### src/rtl/host_cfg_responder_pkg.sv
// rtl/host_cfg_responder_pkg.sv - shared widths, defaults and FSM encoding for the host config responder
// Contents: bus widths, address/data types, default error read data,
// responder state encoding (visible to benches for probing) and a saturating increment.
package host_cfg_responder_pkg;

  localparam int ADDR_W = 16;
  localparam int DATA_W = 32;

  typedef logic [ADDR_W-1:0] addr_t;
  typedef logic [DATA_W-1:0] data_t;

  localparam data_t ERR_DATA_DEFAULT = 32'hDEAD_BEEF;

  typedef enum logic [2:0] {
    ST_IDLE     = 3'd0,
    ST_WR_ISSUE = 3'd1,
    ST_RD_ISSUE = 3'd2,
    ST_RD_WAIT  = 3'd3,
    ST_RESP     = 3'd4
  } state_e;

  function automatic logic [7:0] sat_inc8(input logic [7:0] v);
    return (v == 8'hFF) ? v : v + 8'd1;
  endfunction

endpackage

### src/rtl/host_cfg_responder_timeout_counter.sv
// rtl/host_cfg_responder_timeout_counter.sv - clear/enable counter with terminal-count flag
// Ports:
//   clk, rst_n : clock, asynchronous active-low reset
//   clr_i      : synchronous clear to zero (wins over en_i)
//   en_i       : count up by one
//   tc_o       : count equals TERMINAL
module timeout_counter #(
  parameter int WIDTH    = 6,
  parameter int TERMINAL = 63
) (
  input  logic clk,
  input  logic rst_n,
  input  logic clr_i,
  input  logic en_i,
  output logic tc_o
);

  localparam logic [WIDTH-1:0] TC_VAL = WIDTH'(TERMINAL);

  logic [WIDTH-1:0] cnt_q;
  logic [WIDTH-1:0] cnt_d;

  always_comb begin
    cnt_d = cnt_q;
    if (clr_i) begin
      cnt_d = '0;
    end else if (en_i) begin
      cnt_d = cnt_q + 1'b1;
    end
  end

  always_ff @(posedge clk or negedge rst_n) begin
    if (!rst_n) begin
      cnt_q <= '0;
    end else begin
      cnt_q <= cnt_d;
    end
  end

  assign tc_o = (cnt_q == TC_VAL);

endmodule

### src/rtl/host_cfg_responder.sv
// rtl/host_cfg_responder.sv - host write/read config responder forwarding to the register backend
// Ports:
//   clk, rst                       : clock, asynchronous active-low reset
//   write_en/rdy/addr/data         : host single-beat write
//   read_en/rdy/addr               : host read request
//   read_data_vld/rdy, read_data   : host read response
//   cfg_req/we/addr/wdata, cfg_gnt : backend request channel
//   cfg_rvld, cfg_rdata            : backend read return
//   err_cnt                        : saturating out-of-range + timeout count
module host_cfg_responder
  import host_cfg_responder_pkg::*;
#(
  parameter addr_t ADDR_LIMIT = 16'h0400,
  parameter int    TIMEOUT    = 64,
  parameter data_t ERR_DATA   = ERR_DATA_DEFAULT
) (
  input  logic        clk,
  input  logic        rst,
  input  logic        write_en,
  output logic        write_rdy,
  input  addr_t       write_addr,
  input  data_t       write_data,
  input  logic        read_en,
  output logic        read_rdy,
  input  addr_t       read_addr,
  input  logic        read_data_rdy,
  output logic        read_data_vld,
  output data_t       read_data,
  output logic        cfg_req,
  output logic        cfg_we,
  output addr_t       cfg_addr,
  output data_t       cfg_wdata,
  input  logic        cfg_gnt,
  input  logic        cfg_rvld,
  input  data_t       cfg_rdata,
  output logic [7:0]  err_cnt
);

  localparam int CW = (TIMEOUT > 1) ? $clog2(TIMEOUT) : 1;

  state_e     state_q, state_d;
  addr_t      addr_q, addr_d;
  data_t      wdata_q, wdata_d;
  data_t      rdata_q, rdata_d;
  logic [7:0] err_q, err_d;
  logic       tmo_clr, tmo_en, tmo_tc;

  timeout_counter #(
    .WIDTH    (CW),
    .TERMINAL (TIMEOUT - 1)
  ) u_tmo (
    .clk   (clk),
    .rst_n (rst),
    .clr_i (tmo_clr),
    .en_i  (tmo_en),
    .tc_o  (tmo_tc)
  );

  always_comb begin
    state_d = state_q;
    addr_d  = addr_q;
    wdata_d = wdata_q;
    rdata_d = rdata_q;
    err_d   = err_q;
    tmo_clr = 1'b0;
    tmo_en  = 1'b0;
    case (state_q)
      ST_IDLE: begin
        // Write wins when both requests arrive together; the host holds read_en.
        if (write_en) begin
          if (write_addr < ADDR_LIMIT) begin
            addr_d  = write_addr;
            wdata_d = write_data;
            state_d = ST_WR_ISSUE;
          end else begin
            err_d = sat_inc8(err_q);
          end
        end else if (read_en) begin
          if (read_addr < ADDR_LIMIT) begin
            addr_d  = read_addr;
            state_d = ST_RD_ISSUE;
          end else begin
            rdata_d = ERR_DATA;
            err_d   = sat_inc8(err_q);
            state_d = ST_RESP;
          end
        end
      end
      ST_WR_ISSUE: begin
        if (cfg_gnt) state_d = ST_IDLE;
      end
      ST_RD_ISSUE: begin
        if (cfg_gnt) begin
          tmo_clr = 1'b1;
          state_d = ST_RD_WAIT;
        end
      end
      ST_RD_WAIT: begin
        // A response landing on the terminal cycle still counts as a good read.
        if (cfg_rvld) begin
          rdata_d = cfg_rdata;
          state_d = ST_RESP;
        end else if (tmo_tc) begin
          rdata_d = ERR_DATA;
          err_d   = sat_inc8(err_q);
          state_d = ST_RESP;
        end else begin
          tmo_en = 1'b1;
        end
      end
      ST_RESP: begin
        if (read_data_rdy) state_d = ST_IDLE;
      end
      default: state_d = ST_IDLE;
    endcase
  end

  always_ff @(posedge clk or negedge rst) begin
    if (!rst) begin
      state_q <= ST_IDLE;
      addr_q  <= '0;
      wdata_q <= '0;
      rdata_q <= '0;
      err_q   <= '0;
    end else begin
      state_q <= state_d;
      addr_q  <= addr_d;
      wdata_q <= wdata_d;
      rdata_q <= rdata_d;
      err_q   <= err_d;
    end
  end

  // Ready is gated by reset so the host never sees it high during reset.
  assign write_rdy     = rst && (state_q == ST_IDLE);
  assign read_rdy      = rst && (state_q == ST_IDLE);
  assign read_data_vld = (state_q == ST_RESP);
  assign read_data     = rdata_q;
  assign cfg_req       = (state_q == ST_WR_ISSUE) || (state_q == ST_RD_ISSUE);
  assign cfg_we        = (state_q == ST_WR_ISSUE);
  assign cfg_addr      = addr_q;
  assign cfg_wdata     = wdata_q;
  assign err_cnt       = err_q;

endmodule

### config.mk
export PLATFORM = sky130hd
export DESIGN_NAME = host_cfg_responder
export DESIGN_NICKNAME = d
export VERILOG_FILES = /design/src/rtl/host_cfg_responder_pkg.sv /design/src/rtl/host_cfg_responder_timeout_counter.sv /design/src/rtl/host_cfg_responder.sv
export SDC_FILE = /design/constraint.sdc
export NUM_CORES = 1
export LEC_CHECK = 0
export CAP_MARGIN = 20
export CELL_PAD_IN_SITES_DETAIL_PLACEMENT = 0
export CELL_PAD_IN_SITES_GLOBAL_PLACEMENT = 1
export CORE_ASPECT_RATIO = 1.4
export CORE_MARGIN = 1.5
export CORE_UTILIZATION = 35
export CTS_CLUSTER_DIAMETER = 150
export DETAILED_ROUTE_END_ITERATION = 16
export DONT_BUFFER_PORTS = 1
export PLACE_DENSITY_LB_ADDON = 0.1
export SYNTH_ARGS = -nofsm -noshare
export SYNTH_HDL_FRONTEND = slang
export SYNTH_SLANG_ARGS = --single-unit
### constraint.sdc
create_clock -name clk -period 2.06 [get_ports clk]
set_input_delay 0.412 -clock clk [delete_from_list [all_inputs] [get_ports clk]]
set_output_delay 0.412 -clock clk [all_outputs]
set_load 0.01 [all_outputs]
==> flow_summary_export.csv <==
group,metric,value,unit
logic_synthesis,yosysTopAreaCell,"dfrtp_1",
clock_tree,post_cts_buffers,0,
power_and_ir_drop,total_power,5.290,mW
power_and_ir_drop,clockPowerShare,0.323,
detailed_routing,wl,9.477,mm
logic_synthesis,synth_common_cells,"dfrtp_1 (97), mux2_2 (32), nor2_1 (25), o22a_1 (25), clkbuf_1 (14)",
global_route,gr-total-overflow,0,
finish,nets,434,
setup_path,cp-start-kind,"flip-flop",
clock_tree,clock-sinks,97,
floorplanning,core,10920,sq um
global_route,grt_max_degree,99,
clock_tree,htree_levels,3,
floorplanning,die-area,11940,sq um
clock_tree,path_clk_slew,70,ps
place,gp_congestion,0.7676,
flow_run,maxCapViolations,0,
detailed_routing,postRouteAntennaNets,0,
global_route,grt_pass1_wl,14.32,mm
power_and_ir_drop,p_comb_frac,0.200,
finish,drive_above_1_share,0.2613,
detailed_routing,vias_per_cell,5.322,
logic_synthesis,synth_edf_count,0,
min_path,hp-class,"in2async",
status,status,"complete, but fails checks",
clock_tree,cts_tree,"done",
logic_synthesis,synth_cell_type_count,42,
logic_synthesis,ys_seq_area_frac,0.6145,
detailed_routing,routedWlPerCell,19.95,um
timing,timing.final.crit_period,2011,ps
setup_path,worstPathArrival,2240,ps
timing,setup_violations,0,
floorplanning,rows,45,
logic_synthesis,synth-seq-cells,97,
global_route,grtUsageTotal,0.1603,
setup_path,cp_max_fo,7,
clock_tree,cts_buffer_depth,2,
timing,tightest_slew,543.8,ps
clock_tree,cts_inserted_buffers,9,
power_and_ir_drop,p_per_area,1145,nW/um^2
logic_synthesis,synthArstFlopShare,1.000,
power_and_ir_drop,seqPwrFrac,0.476,
detailed_routing,drt_iter0_drc,76,
floorplanning,die_h,128.7,um
logic_synthesis,synth_area,3950,sq um
detailed_routing,drc,0,
power_and_ir_drop,power_leakage,2.068,nW
timing,rsz0062_at_grt,"yes",
place,place_hpwl,6.851,mm
logic_synthesis,yosysTopAreaCellShare,0.6145,
logic_synthesis,synth_nets,411,
detailed_routing,vias,2528,
finish,stdcell_area,4619,sq um
finish,area_delta_synth_final,16.95,%
place,numPortBuffers,0,
timing,final-hold-violation-count,97,
timing,fin_crit_sh,0.9762,
clock_tree,clkLatencyLatePin,340,ps
setup_path,crit_type,"reg2reg",
timing,slew_violations,0,
finish,final_util,0.4229,
power_and_ir_drop,worst_ir_drop_vdd,0.4024,mV
clock_tree,cts-root-buf,"clkbuf_16",
setup_path,worstPathRequired,2290,ps
logic_synthesis,yosysMostFrequentCell,"dfrtp_1",
logic_synthesis,syn-mean-instance-area,12.91,sq um
timing,final.setup.tns,0,ps
timing,hold_ws,-237.1,ps
setup_path,endpoint_kind,"flip-flop",
power_and_ir_drop,intPower,3.738,mW
logic_synthesis,yosysWarnings,0,
power_and_ir_drop,power_switching,1.551,mW
logic_synthesis,ys.flop_type,"dfrtp_1",
detailed_routing,first_pass_iters,4,
logic_synthesis,synthTopCellsByArea,"dfrtp_1 (61%), mux2_2 (9.1%), o22a_1 (5.5%)",
floorplanning,die_w,92.79,um
timing,max_freq,497.2,MHz
status,violations,"hold timing",
logic_synthesis,netlist_instances,306,
floorplanning,initial_core_util,0.3616,
timing,skew,7.101,ps
place,dpl_cell_area,4299,sq um
power_and_ir_drop,sw_frac_of_total,0.2933,
floorplanning,io-pin-count,196,
timing,relSlewSlack,0.6362,
global_route,antenna_found_initial,1,
global_route,grt_pass1_vias,2636,
path summary, 6_finish.rpt:
| check | slack [ps] | from | end | cells past startpoint |
|---|---|---|---|---|
| min | -240 | rst | cfg_addr[6]$_DFFE_PN0P_ | 0 |
| max in group asynchronous | 2110 | rst | u_tmo.cnt_q[0]$_DFFE_PN0P_ | 0 |
| max reg2reg | 50 | state_q[1]$_DFFE_PN0P_ | err_cnt[1]$_DFFE_PN0P_ | 5 |
| min reg2reg | 540 | u_tmo.cnt_q[5]$_DFFE_PN0P_ | u_tmo.cnt_q[5]$_DFFE_PN0P_ | 2 |
| min in group clk | 160 | read_data_rdy | state_q[2]$_DFFE_PN0P_ | 1 |
| max | 50 | state_q[1]$_DFFE_PN0P_ | err_cnt[1]$_DFFE_PN0P_ | 5 |
through the flow:
stage	hold slack, ps	worst slack [ps]	std cells
finish	-237.1	48.93	475
global route	-257.4	-5.891	474
CTS	-252.7	56.06	474
detailed placement	119.3	2.993	459
global placement	118.6	21.52	459
floorplan	116.4	-10.14	306
metal layers:
layer	global-route usage	vias up	wire, um
met2	0.2834	102	5075
met4	0.07219	0	195
met3	0.06206	14	783
met1	0.1667	1262	3422
li1	-	1150	-
met5	0	-	0
registers in the layout, indices dropped and copies added (netlist names):
register and count:
cfg_addr 16, state_q 3, read_data 32, err_cnt 8
cfg_wdata 32, u_tmo.cnt_q 6
placed cells by master, fill, tap and decap left out, types with 3 or more instances in the layout:
cell,Yosys,layout
a21oi_1,13,13
a22o_1,8,8
buf_4,1,29
clkbuf_16,0,9
dfrtp_1,97,97
inv_1,3,3
mux2_2,32,32
mux2i_1,11,11
nand2_1,6,6
nand3_1,7,6
nor2_1,25,25
nor2b_1,7,7
nor3_1,4,4
nor3b_1,3,3
nor4_1,5,5
o22a_1,25,25
xnor2_1,3,3
xor2_1,10,10
area by class of cell:
class                           count  area, sq um
Clock buffer                       10        239.0
Fill cell                        1069         6304
Sequential cell                    97         2427
Timing Repair Buffer               30        237.7
Inverter                            3        11.26
Multi-Input combinational cell    188         1461
Tap cell                          141        176.4
Clock inverter                      5        63.81
Antenna cell                        1        2.502
power groups by stage:
stage                     Sequential (mW)  Combinational (mW)  Clock, mW
after CTS                            2.53                1.06       1.76
after global routing                 2.55                1.18       1.83
after floorplan                      2.58               0.628          0
after detailed placement             2.56                1.05          0
final                                2.52                1.06       1.71
after global placement               2.56                1.04          0
cells by family after synthesis:
logic type	after synthesis	share of synthesized area
AND/OR/NAND/NOR	71	0.09218
AO/OA/AOI/OAI	58	0.1118
buffers and inverters	21	0.02344
flip-flops	97	0.6145
XOR/XNOR	13	0.02883
multiplexers	44	0.1229
adder cells (fa/ha/maj)	2	0.006334
critical path: stages (launching register included):
cell,delay [ps]
dfrtp_1,410
or2_4,240
o22a_1,170
or4_4,530
or2_4,260
mux2_4,290
what timing repair did:
action,4_1_cts,5_1_grt
hold endpoints to repair,97,97
endpoints found under the setup margin,1,26
gates resized for setup,1,2
pin swaps,0,1
Power figures use the tool's default switching activity.
==> variant (config.mk and constraints unchanged) <==
`TIMEOUT`: 64 -> 128.
--- a/src/rtl/host_cfg_responder.sv
+++ b/src/rtl/host_cfg_responder.sv
@@ -11,7 +11,7 @@
   import host_cfg_responder_pkg::*;
 #(
   parameter addr_t ADDR_LIMIT = 16'h0400,
-  parameter int    TIMEOUT    = 64,
+  parameter int    TIMEOUT    = 128,
   parameter data_t ERR_DATA   = ERR_DATA_DEFAULT
 ) (
   input  logic        clk,
Behaviour: same outputs for any inputs over 4 cycles, from zero or initial values and one cycle with rst low; that may be too few to reach the edited logic, so the function may still have changed.
==> variant against the original RTL <==
The flow still finishes with violations (negative hold slack). Synthesized cell count is 3.9% higher. Wire length is 5.0% lower. Global-route usage is 1.5 points lower. Sequential cell count is 1 higher. Worst hold slack better by 0.0026 ns. Design area is 0.81% lower. Core utilization is 1.7 points lower. Via count is 1.0% lower. Critical path depth stayed put. Power is 1.4% lower. Setup slack better by 0.034 ns. Clock power is 4% higher. Synthesized area is 2.5% higher.
==> variant: results (changes against the original RTL) <==
Final layout
  – Nets: 429 (was 434)
  – Filler cells: 1086 (was 1069)
  – ANT cells: 0 (was 1)
  – Layout cells sized above 1: 20.7% (was 26.1%)

CTS
  – Reg clk slew, reported paths: 0.07 ns (about the same)
  – CTS buffer count: 9 (unchanged)
  – CTS HTree Levels: 3 (unchanged)

Placed design
  – Routability cong.: 0.741 (was 0.768)
  – Post-placement cell area: 4240 um2 (was 4300 um2)
  – DP Worst Slack: -0.281 ns (was 0.00299 ns)
  – Cell count after placement: 457 (was 459)
  – PortBufs: 0 (unchanged)
  – DP Wirelength: 6450 um (was 6850 um)

Timing
  – Layout Skew: 0.00579 ns (was 0.00710 ns)
  – Final hold vios: 98 (was 97)
  – Slew Limit Headroom: 62.6% (was 63.6%)
  – Slew Viols, Final: 0 (unchanged)
  – Hold WS: -0.235 ns (was -0.237 ns)
  – Fin crit share: 96.0% (was 97.6%)

Yosys
  – Top cells by area, synth: dfrtp_1 61%, mux2_2 8.9%, o22a_1 5.2% (was dfrtp_1 61%, mux2_2 9.1%, o22a_1 5.5%)
  – Synth Area in Compound Gates: 11.5% (was 11.2%)
  – Adder-cell share of the synthesized area: 0.618% (was 0.634%)
  – Avg Inst Size Synth: 12.7 um2 (was 12.9 um2)
  – Synth top cells by count: 98 x dfrtp_1, 32 x mux2_2, 28 x nor2_1, 24 x o22a_1, 13 x a21oi_1 (was 97 x dfrtp_1, 32 x mux2_2, 25 x nor2_1, 25 x o22a_1, 14 x clkbuf_1)
  – Mux cell area share after synthesis: 12.0% (was 12.3%)
  – Top FF cell, synth: dfrtp_1 (unchanged)
  – Syn nets: 423 (was 411)
  – Sequential fraction of the synthesis area: 60.5% (was 61.5%)
  – Post-Synth XOR/XNOR Area: 2.59% (was 2.88%)

Power
  – VDD IR max: 538 uV (was 402 uV)
  – Pwr/cell area: 1140 nW/um2 (was 1150 nW/um2)
  – Seq pwr: 2.62 mW (was 2.52 mW)
  – NetSw: 1.53 mW (was 1.55 mW)
  – Static Leak: 2.02 nW (was 2.07 nW)
  – Clock group: 1.77 mW (was 1.71 mW)

Worst setup path
  – R2r setup slk: 0.08 ns (was 0.05 ns)
  – CP Launch Point: state_q[0] (was state_q[1])
  – Critical path data arrival time: 2.20 ns (was 2.24 ns)
  – R2R depth: 5 (unchanged)
  – Max incr delay on CP: 0.57 ns (was 0.53 ns)

Outcome
  – Failing checks: negative hold slack (unchanged)
  – Status: finished, violations left (unchanged)

Global routing
  – Total track usage: 14.5% (was 16.0%)
  – Largest net degree at the start of global routing: 100 (was 99)
  – First-pass GRT wire length: 13400 um (was 14300 um)
  – Initial antenna violation count: 0 (was 1)

Detailed routing
  – DR vias: 2502 (was 2528)
  – Vias per cell: 5.30 (was 5.32)
  – Drt initial violations: 117 (was 76)
  – Final wirelength: 9010 um (was 9480 um)
==> variant: changes by cell type after synthesis, moves of 2 or more <==
cell and change:
nand3_1 +4, or3_1 +3, nor2_1 +3, nor3_1 +2, nor3b_1 -3, clkbuf_1 -5
buf_6 +2, o22ai_1 +2, nand2_1 +3, a31o_2 -2, xor2_1 -2
==> variant: final cells by class <==
class                   instances  area [um2]  share of cell area (%)
clock buffers                   9         225                    4.92
clock inverters                 6        91.3                    1.99
inverters                       4        15.0                   0.328
multi-input cells             199        1510                    33.0
flip-flops and latches         98        2450                    53.5
well taps                     144         180                    3.93
repair buffers                 12         106                    2.32
==> variant: layer usage <==
metal  share of wire [%]  vias up  track usage, %
li1                    -     1149               -
met4                 1.4        0            5.79
met2                  51      123            23.4
met1                  39     1222            17.6
met5                   0        -               0
met3                 8.6        8            5.24
==> variant: timing repair <==
action                                  CTS  global route
gates resized for setup                   2             4
endpoints found under the hold margin    98            98
pin swaps                                 0             0
cloned                                    0             0
endpoints found under the setup margin   26             8
